`src/rtl/cla_seq_adder.sv`:
```
// ---------------------------------------------------------------------------
// cla_seq_adder
//   Area-reduced add/sub path for the ALU. A single 4-bit carry-lookahead
//   slice is reused over the operands, one nibble per clock, LS nibble first.
//   The slice carry-out is registered and becomes the next pass's carry-in.
//   Latency is WIDTH/4 cycles of RUN plus one DONE cycle.
//
// Ports
//   clk    in   clock, rising edge
//   rst    in   synchronous active-high reset (beats start)
//   start  in   request, sampled only in IDLE
//   a, b   in   WIDTH-bit operands, captured on the accepting edge
//   cin    in   carry-in for add, ignored for subtract
//   sub    in   1 = a - b
//   busy   out  high while nibbles are being processed
//   done   out  one-cycle pulse, result valid
//   sum    out  WIDTH-bit result, held until the next accepted start
//   cout   out  carry out of MSB (subtract: 1 = no borrow)
//   ovf    out  signed overflow (C3 ^ C4 of the last nibble pass)
// ---------------------------------------------------------------------------

// 4-bit lookahead group: flat two-level carries off generate/propagate.
module cla4_slice (
    input  logic [3:0] a,
    input  logic [3:0] b,
    input  logic       c,
    output logic [3:0] s,
    output logic       c3,
    output logic       c4
);
    logic [3:0] g;
    logic [3:0] p;
    logic       c1;
    logic       c2;

    always_comb begin
        g  = a & b;
        p  = a ^ b;
        c1 = g[0] | (p[0] & c);
        c2 = g[1] | (p[1] & g[0]) | (p[1] & p[0] & c);
        c3 = g[2] | (p[2] & g[1]) | (p[2] & p[1] & g[0]) | (p[2] & p[1] & p[0] & c);
        c4 = g[3] | (p[3] & g[2]) | (p[3] & p[2] & g[1]) | (p[3] & p[2] & p[1] & g[0])
           | (p[3] & p[2] & p[1] & p[0] & c);
        s  = p ^ {c3, c2, c1, c};
    end
endmodule

module cla_seq_adder #(
    parameter int WIDTH = 16
) (
    input  logic             clk,
    input  logic             rst,
    input  logic             start,
    input  logic [WIDTH-1:0] a,
    input  logic [WIDTH-1:0] b,
    input  logic             cin,
    input  logic             sub,
    output logic             busy,
    output logic             done,
    output logic [WIDTH-1:0] sum,
    output logic             cout,
    output logic             ovf
);
    localparam int N  = WIDTH / 4;
    localparam int KW = (N > 1) ? $clog2(N) : 1;

    typedef enum logic [1:0] {
        IDLE = 2'd0,
        RUN  = 2'd1,
        DONE = 2'd2
    } state_t;

    state_t           state;
    state_t           state_nxt;
    logic [WIDTH-1:0] a_q;
    logic [WIDTH-1:0] b_q;
    logic             c_q;
    logic [KW-1:0]    k_q;
    logic [3:0]       nib_s;
    logic             nib_c3;
    logic             nib_c4;
    logic             last;

    // Operand registers shift right by a nibble each pass, so the slice
    // always sees bits [3:0]; no wide operand mux is needed.
    cla4_slice u_slice (
        .a  (a_q[3:0]),
        .b  (b_q[3:0]),
        .c  (c_q),
        .s  (nib_s),
        .c3 (nib_c3),
        .c4 (nib_c4)
    );

    assign last = (k_q == KW'(N - 1));

    // State register
    always_ff @(posedge clk) begin
        if (rst) state <= IDLE;
        else     state <= state_nxt;
    end

    // Next state
    always_comb begin
        state_nxt = state;
        case (state)
            IDLE:    if (start) state_nxt = RUN;
            RUN:     if (last)  state_nxt = DONE;
            DONE:    state_nxt = IDLE;
            default: state_nxt = IDLE;
        endcase
    end

    // Outputs are decoded straight from the state register only.
    assign busy = (state == RUN);
    assign done = (state == DONE);

    // Datapath
    always_ff @(posedge clk) begin
        if (rst) begin
            a_q  <= '0;
            b_q  <= '0;
            c_q  <= 1'b0;
            k_q  <= '0;
            sum  <= '0;
            cout <= 1'b0;
            ovf  <= 1'b0;
        end else begin
            case (state)
                IDLE: begin
                    if (start) begin
                        a_q  <= a;
                        // Subtract as a + ~b + 1
                        b_q  <= sub ? ~b : b;
                        c_q  <= sub ? 1'b1 : cin;
                        k_q  <= '0;
                        sum  <= '0;
                        cout <= 1'b0;
                        ovf  <= 1'b0;
                    end
                end
                RUN: begin
                    sum[k_q*4 +: 4] <= nib_s;
                    a_q             <= a_q >> 4;
                    b_q             <= b_q >> 4;
                    c_q             <= nib_c4;
                    k_q             <= k_q + KW'(1);
                    if (last) begin
                        cout <= nib_c4;
                        ovf  <= nib_c3 ^ nib_c4;
                    end
                end
                default: ;
            endcase
        end
    end
endmodule

```
`config.mk`:
```
export PLATFORM = sky130hd
export DESIGN_NAME = cla_seq_adder
export DESIGN_NICKNAME = d
export VERILOG_FILES = /design/src/rtl/cla_seq_adder.sv
export SDC_FILE = /design/constraint.sdc
export NUM_CORES = 1
export LEC_CHECK = 0
export ABC_CLOCK_PERIOD_IN_PS = 2200
export CAP_MARGIN = 25
export CORE_ASPECT_RATIO = 1.5
export CORE_UTILIZATION = 52
export DETAILED_ROUTE_END_ITERATION = 6
export PLACE_DENSITY = 0.9
export SYNTH_ARGS = -nofsm -noshare
export SYNTH_HDL_FRONTEND = slang
export SYNTH_SLANG_ARGS = --single-unit
```
`constraint.sdc`:
```
create_clock -name clk -period 2.2 [get_ports clk]
set_clock_uncertainty 0.05 [all_clocks]
set_input_delay 0.33 -clock clk [delete_from_list [all_inputs] [get_ports clk]]
set_output_delay 0.33 -clock clk [all_outputs]
set_load 0.02 [all_outputs]
```
==> results_dict.tcl, run 1 <==
set metrics [dict create \
    period_share_pct 96.2 \
    slew_headroom_pct 51.4 \
    fillers 407 \
    worstMarginPinSlew_ns 0.729 \
    rsz0062_at_grt "no" \
    grt_use_total_pct 23.9 \
    n_antenna_cell 0 \
    cts_buffers 5 \
    die_h_um 93.3 \
    final-hold-violation-count 0 \
    synth_seq_cells 55 \
    fin_cells 453 \
    powerDensity_mw_per_mm2 632 \
    synth_area_leader_cell "dfxtp_1" \
    drtIter0Drc 160 \
    postCtsSetupBuffers 0 \
    grt_pass1_vias 2467 \
    placement_rows 32 \
    ctsResizeCount 0 \
    vdd_drop_max_v 0.000457 \
    die_x_um 62.9 \
    syn_inst 333 \
    ys_top_cells_by_area "dfxtp_1 38%, nor2_1 8.7%, a22oi_1 5.2%" \
    grt-ovfl-total 0 \
    final_cell_mix "67 x nor2_1, 55 x dfxtp_1, 55 x clkdlybuf4s50_1" \
    dp.cells 445 \
    hold_buffers 0 \
    vias 2562 \
    fmax_ghz 0.472 \
    grt_pass1_wl_um 11000 \
    start_kind "flip-flop" \
    dr.pass1.iters 5 \
    async_flop_share_pct 0 \
    drc_errors 0 \
    synth_top_area_share_pct 38.1 \
    synth_edf_count 0 \
    hold_ws_ns 0.425 \
    drive_above_1_share_pct 10.6 \
    p_leak_nw 1.47 \
    slew_violations 0 \
    cts_tree "done" \
    fin_area_mm2 0.00360 \
    fin_total_pwr_mw 2.27 \
    path_class "flip-flop to output port" \
    place_area_mm2 0.00349 \
    max_cap_violations 0 \
    worstPathMaxFanout 8 \
    yosys_warnings 0 \
    tns_ns 0 \
    period_needed_ns 2.12 \
    yosys.cell_types.count 43 \
    min_path_type "flip-flop to flip-flop" \
    cts_root_buf "clkbuf_8" \
    dp_slack_ns 0.304 \
    syn_area_mm2 0.00289 \
    worstSkewPairLatency_ns 0.31 \
    wl_um 6540 \
    final_antenna_net_count 0 \
    wl_per_cell_um 14.4 \
    coreArea_mm2 0.00525 \
    area_growth_syn_to_layout_pct 24.5 \
    yosys_most_used_dff "dfxtp_1" \
    grt_max_degree 49 \
    clockBufferDepth 2 \
    path_clk_slew_ns 0.10 \
    dpl.hpwl_um 4730 \
    setup_ws_ns 0.0833 \
    antenna_found_initial 0 \
    htreeDepth 2 \
    io_buffers 56 \
    via_per_inst 5.66 \
    synth_fp_nets 381 \
    setup_viol 0 \
    arrival_ns 1.74 \
    status "finished clean" \
    required_ns 1.82 \
    final_core_util_pct 68.6 \
    place.gp.congestion 0.808 \
    nNetsFinal 432 \
    synth_area_per_cell_um2 8.68 \
    start_util_pct 55.1 \
    final_common_cell "nor2_1" \
    dieArea_mm2 0.00587 \
    worstSetupEndpointType "output port" \
    seq_area_frac_synth_pct 38.1 \
    io_pins 57 \
    cts.sink_count 55 \
]
## path summary, 6_finish.rpt
| kind | from | to | slack, ns | cells after the start |
|---|---|---|---|---|
| setup / recovery | state[1] | busy | 0.08 | 3 |
| hold / removal | a_q[15] | a_q[15] | 0.42 | 2 |
| setup reg to reg | k_q[0] | sum[13] | 0.27 | 6 |
| hold reg to reg | a_q[15] | a_q[15] | 0.42 | 2 |
## sequential cells by signal, summed over array words and instances (netlist names)
| name | cells |
|---|---|
| c_q | 1 |
| a_q | 16 |
| cout | 1 |
| sum | 16 |
| k_q | 2 |
| ovf | 1 |
| state | 2 |
| b_q | 16 |
## final cells by class
type	count	area [um^2]	share of cell area [%]
clock inverters	3	43.8	1.22
flip-flops and latches	55	1100	30.6
well taps	68	85.1	2.36
clock buffers	5	68.8	1.91
repair buffers	67	651	18.1
multi-input cells	250	1630	45.3
inverters	5	18.8	0.521
## cell usage after synthesis (6+ instances only)
cell / number
nand3_1: 12
dfxtp_1: 55
a22oi_1: 20
nand3b_1: 6
buf_2: 6
nor2_1: 67
nor3_1: 12
xor2_1: 17
clkbuf_1: 8
nand2_1: 16
a2bb2oi_2: 10
a21oi_1: 25
nor2b_1: 13
ha_1: 10
## power by group
part	internal, mW	switching [mW]
combinational	0.240	0.260
clock	0.339	0.332
sequential	1.05	0.0486
total	1.63	0.640
## cells by family (layout without fill, tap and decap cells)
group                      Yosys count  after routing  synth area share (%)
xor gates and xnor gates            18             18                  5.71
AOI/OAI and AO/OA                   78             78                  21.0
and+or+nand+nor                    142            142                  24.3
DFF                                 55             55                  38.1
muxes                                1              1                 0.346
buffers and inverters               28             80                  5.45
adders and majority gates           11             11                  5.02
## critical path, stage by stage, from the launching register on
cell and delay (ns):
dfxtp_1 0.41, nand2b_4 0.18, inv_1 0.19, clkdlybuf4s50_1 0.65
## metal layers
| metal | global-route usage [%] | vias to the layer above | share of wire, % |
|---|---|---|---|
| met3 | 3.41 | 15 | 3.6 |
| met4 | 12.6 | 0 | 3.2 |
| li1 | - | 1256 | - |
| met5 | 0 | - | 0 |
| met1 | 25.4 | 1206 | 39 |
| met2 | 44.7 | 85 | 54 |
Note: power is estimated with default switching activity, not from simulation.
==> run 2: changes to the inputs <==
- SLEW_MARGIN: unset -> 20
==> results of run 2 <==
Same layout as run 1: the final DEF is identical, and so are final timing and power.
==> run 3: changes to the inputs <==
- CORE_UTILIZATION: 52 -> 50
- PLACE_DENSITY: 0.9 -> 0.89
- SYNTH_HIERARCHICAL: unset -> 1
==> run 3 against run 2 <==
Flip-flop and latch count unchanged. Via count decreased by 14%. Sequential power about the same. Cell count decreased by 15%. Largest cell class unchanged. Largest power group unchanged. Core utilization decreased by 0.20 points. Maximum frequency increased by 0.73%. Global-route usage decreased by 0.68 points. Setup slack improved by 0.015 ns. Final area decreased by 6.4%. Hold slack got worse by 0.014 ns.
==> results_dict.tcl, run 3 <==
set metrics [dict create \
    slew_headroom_pct 62.7 \
    hold_ws_ns 0.411 \
    syn_inst 263 \
    n_antenna_cell 0 \
    status "finished clean" \
    grt-ovfl-total 0 \
    period_share_pct 95.5 \
    cts_tree "done" \
    yosysMostFrequentCell "dfxtp_1" \
    vias 2205 \
    multi_input_area_mm2 0.00138 \
    worstMarginPinSlew_ns 0.554 \
    reg.largest.list "a_q: 16 flops, b_q: 16 flops, sum: 16 flops" \
    drive_above_1_share_pct 12.5 \
    synth_seq_cells 55 \
    antenna_found_initial 0 \
    synth_edf_count 0 \
    nNetsFinal 366 \
    cp_slowest_stage_delay_ns 0.63 \
    via_per_inst 5.71 \
    synthSimpleGateAreaFrac_pct 12.3 \
    vdd_drop_max_v 0.000497 \
    seq_area_frac_synth_pct 42.0 \
    worstSetupEndpointType "output port" \
    path_class "flip-flop to output port" \
    dieArea_mm2 0.00554 \
    min_path_type "flip-flop to flip-flop" \
    yosys.cell_types.count 44 \
    worstPathMaxFanout 7 \
    p_leak_nw 1.29 \
    yosys_warnings 6 \
    tns_ns 0 \
    placement_rows 31 \
    synthAdderAreaFrac_pct 5.06 \
    dpl.hpwl_um 4330 \
    path_clk_slew_ns 0.10 \
    final_common_cell "clkdlybuf4s50_1" \
    synth_top_family_by_area "compound AO/OA/AOI/OAI gates" \
    die_x_um 61.1 \
    critPathSlowestCell "clkdlybuf4s50_1" \
    rsz0062_at_grt "no" \
    arrival_ns 1.72 \
    drtIter0Drc 120 \
    final_antenna_net_count 0 \
    synth_compound_area_share_pct 26.7 \
    clockBufferDepth 2 \
    syn_area_mm2 0.00262 \
    grt_use_total_pct 23.2 \
    place.gp.congestion 0.852 \
    synth-xor-area-share_pct 6.68 \
    start_util_pct 53.2 \
    synth_area_per_cell_um2 9.97 \
    seq_area_mm2 0.00110 \
    r2r_setup_slack_ns 0.22 \
    cts_root_buf "clkbuf_8" \
    powerDensity_mw_per_mm2 663 \
    coreArea_mm2 0.00493 \
    area_growth_syn_to_layout_pct 28.5 \
    period_needed_ns 2.10 \
    synth_top_area_share_pct 42.0 \
    async_flop_share_pct 0 \
    grt_pass1_vias 2101 \
    dr.pass1.iters 5 \
    wl_um 6080 \
    cp_cell_sequence "inv_1 -> nor2_1 -> clkdlybuf4s50_1" \
    wl_per_cell_um 15.8 \
    die_h_um 90.7 \
    yosys_most_used_dff "dfxtp_1" \
    synth_area_leader_cell "dfxtp_1" \
    start_kind "flip-flop" \
    synth_fp_nets 310 \
    max_cap_violations 0 \
    synth_commonest_cells "55 x dfxtp_1, 27 x nor2_1, 18 x a21oi_1" \
    final-hold-violation-count 0 \
    fmax_ghz 0.476 \
    required_ns 1.82 \
    grt_max_degree 47 \
    htreeDepth 2 \
    hold_buffers 0 \
    io_buffers 56 \
    ys_top_cells_by_area "dfxtp_1 42%, a22o_1 5.0%, a22oi_1 4.9%" \
    drc_errors 0 \
    setup_viol 0 \
    final_cell_mix "56 x clkdlybuf4s50_1, 55 x dfxtp_1, 27 x nor2_1" \
    muxShareOfSynthArea_pct 1.72 \
    cts.sink_count 55 \
    cts_buffers 5 \
    postCtsSetupBuffers 0 \
    slew_violations 0 \
    final_core_util_pct 68.4 \
    ctsResizeCount 0 \
    worstSkewPairLatency_ns 0.31 \
    grt_pass1_wl_um 9830 \
    io_pins 57 \
    fillers 387 \
]
## run 3: cell type report
| type | instances | area share (%) |
|---|---|---|
| multi-input combinational | 182 | 40.8 |
| inverter | 9 | 1.00 |
| clock buffer | 5 | 2.04 |
| clock inverter | 3 | 1.41 |
| tap | 66 | 2.45 |
| timing repair buffer | 66 | 19.6 |
| sequential | 55 | 32.7 |
## run 3: cell families after synthesis
| logic type | after synthesis |
|---|---|
| AOI/OAI and AO/OA | 89 |
| and+or+nand+nor | 59 |
| muxes | 4 |
| DFF | 55 |
| xor gates and xnor gates | 20 |
| buffers and inverters | 26 |
| adders and majority gates | 10 |
## run 3: path summary, 6_finish.rpt
| check | from | to | cells after the start |
|---|---|---|---|
| setup / recovery | state[1] | done | 3 |
| hold / removal | sum[6] | sum[6] | 1 |
| setup reg to reg | k_q[0] | sum[8] | 5 |
| hold reg to reg | sum[6] | sum[6] | 1 |
## run 3: through the flow
step / instance area (um^2) / setup slack [ns] / power [mW] / cells
after floorplan: 2620 / 0.491 / 1.40 / 263
after global placement: 3250 / 0.337 / 1.55 / 378
after detailed placement: 3250 / 0.234 / 1.56 / 378
after CTS: 3370 / 0.110 / 2.24 / 386
after global routing: 3370 / 0.0309 / 2.33 / 386
final: 3370 / 0.0986 / 2.24 / 386
## run 3: per-layer routing
metal / track usage, % / up-vias / wire length (um)
li1: - / 1062 / -
met4: 7.77 / 0 / 100
met5: 0 / - / 0
met3: 3.72 / 8 / 232
met1: 25.0 / 1061 / 2310
met2: 43.1 / 74 / 3440
## run 3: critical path, delay by kind of cell (launching register included)
family / cells / cell delay [ns]
buffers and inverters: 2 / 0.81
and+or+nand+nor: 1 / 0.14
DFF: 1 / 0.46
## run 3: power by group
part | leakage, nW | internal, mW | switching [mW]
logic | 0.782 | 0.216 | 0.236
registers | 0.450 | 1.05 | 0.0456
clock network | 0.0587 | 0.345 | 0.340
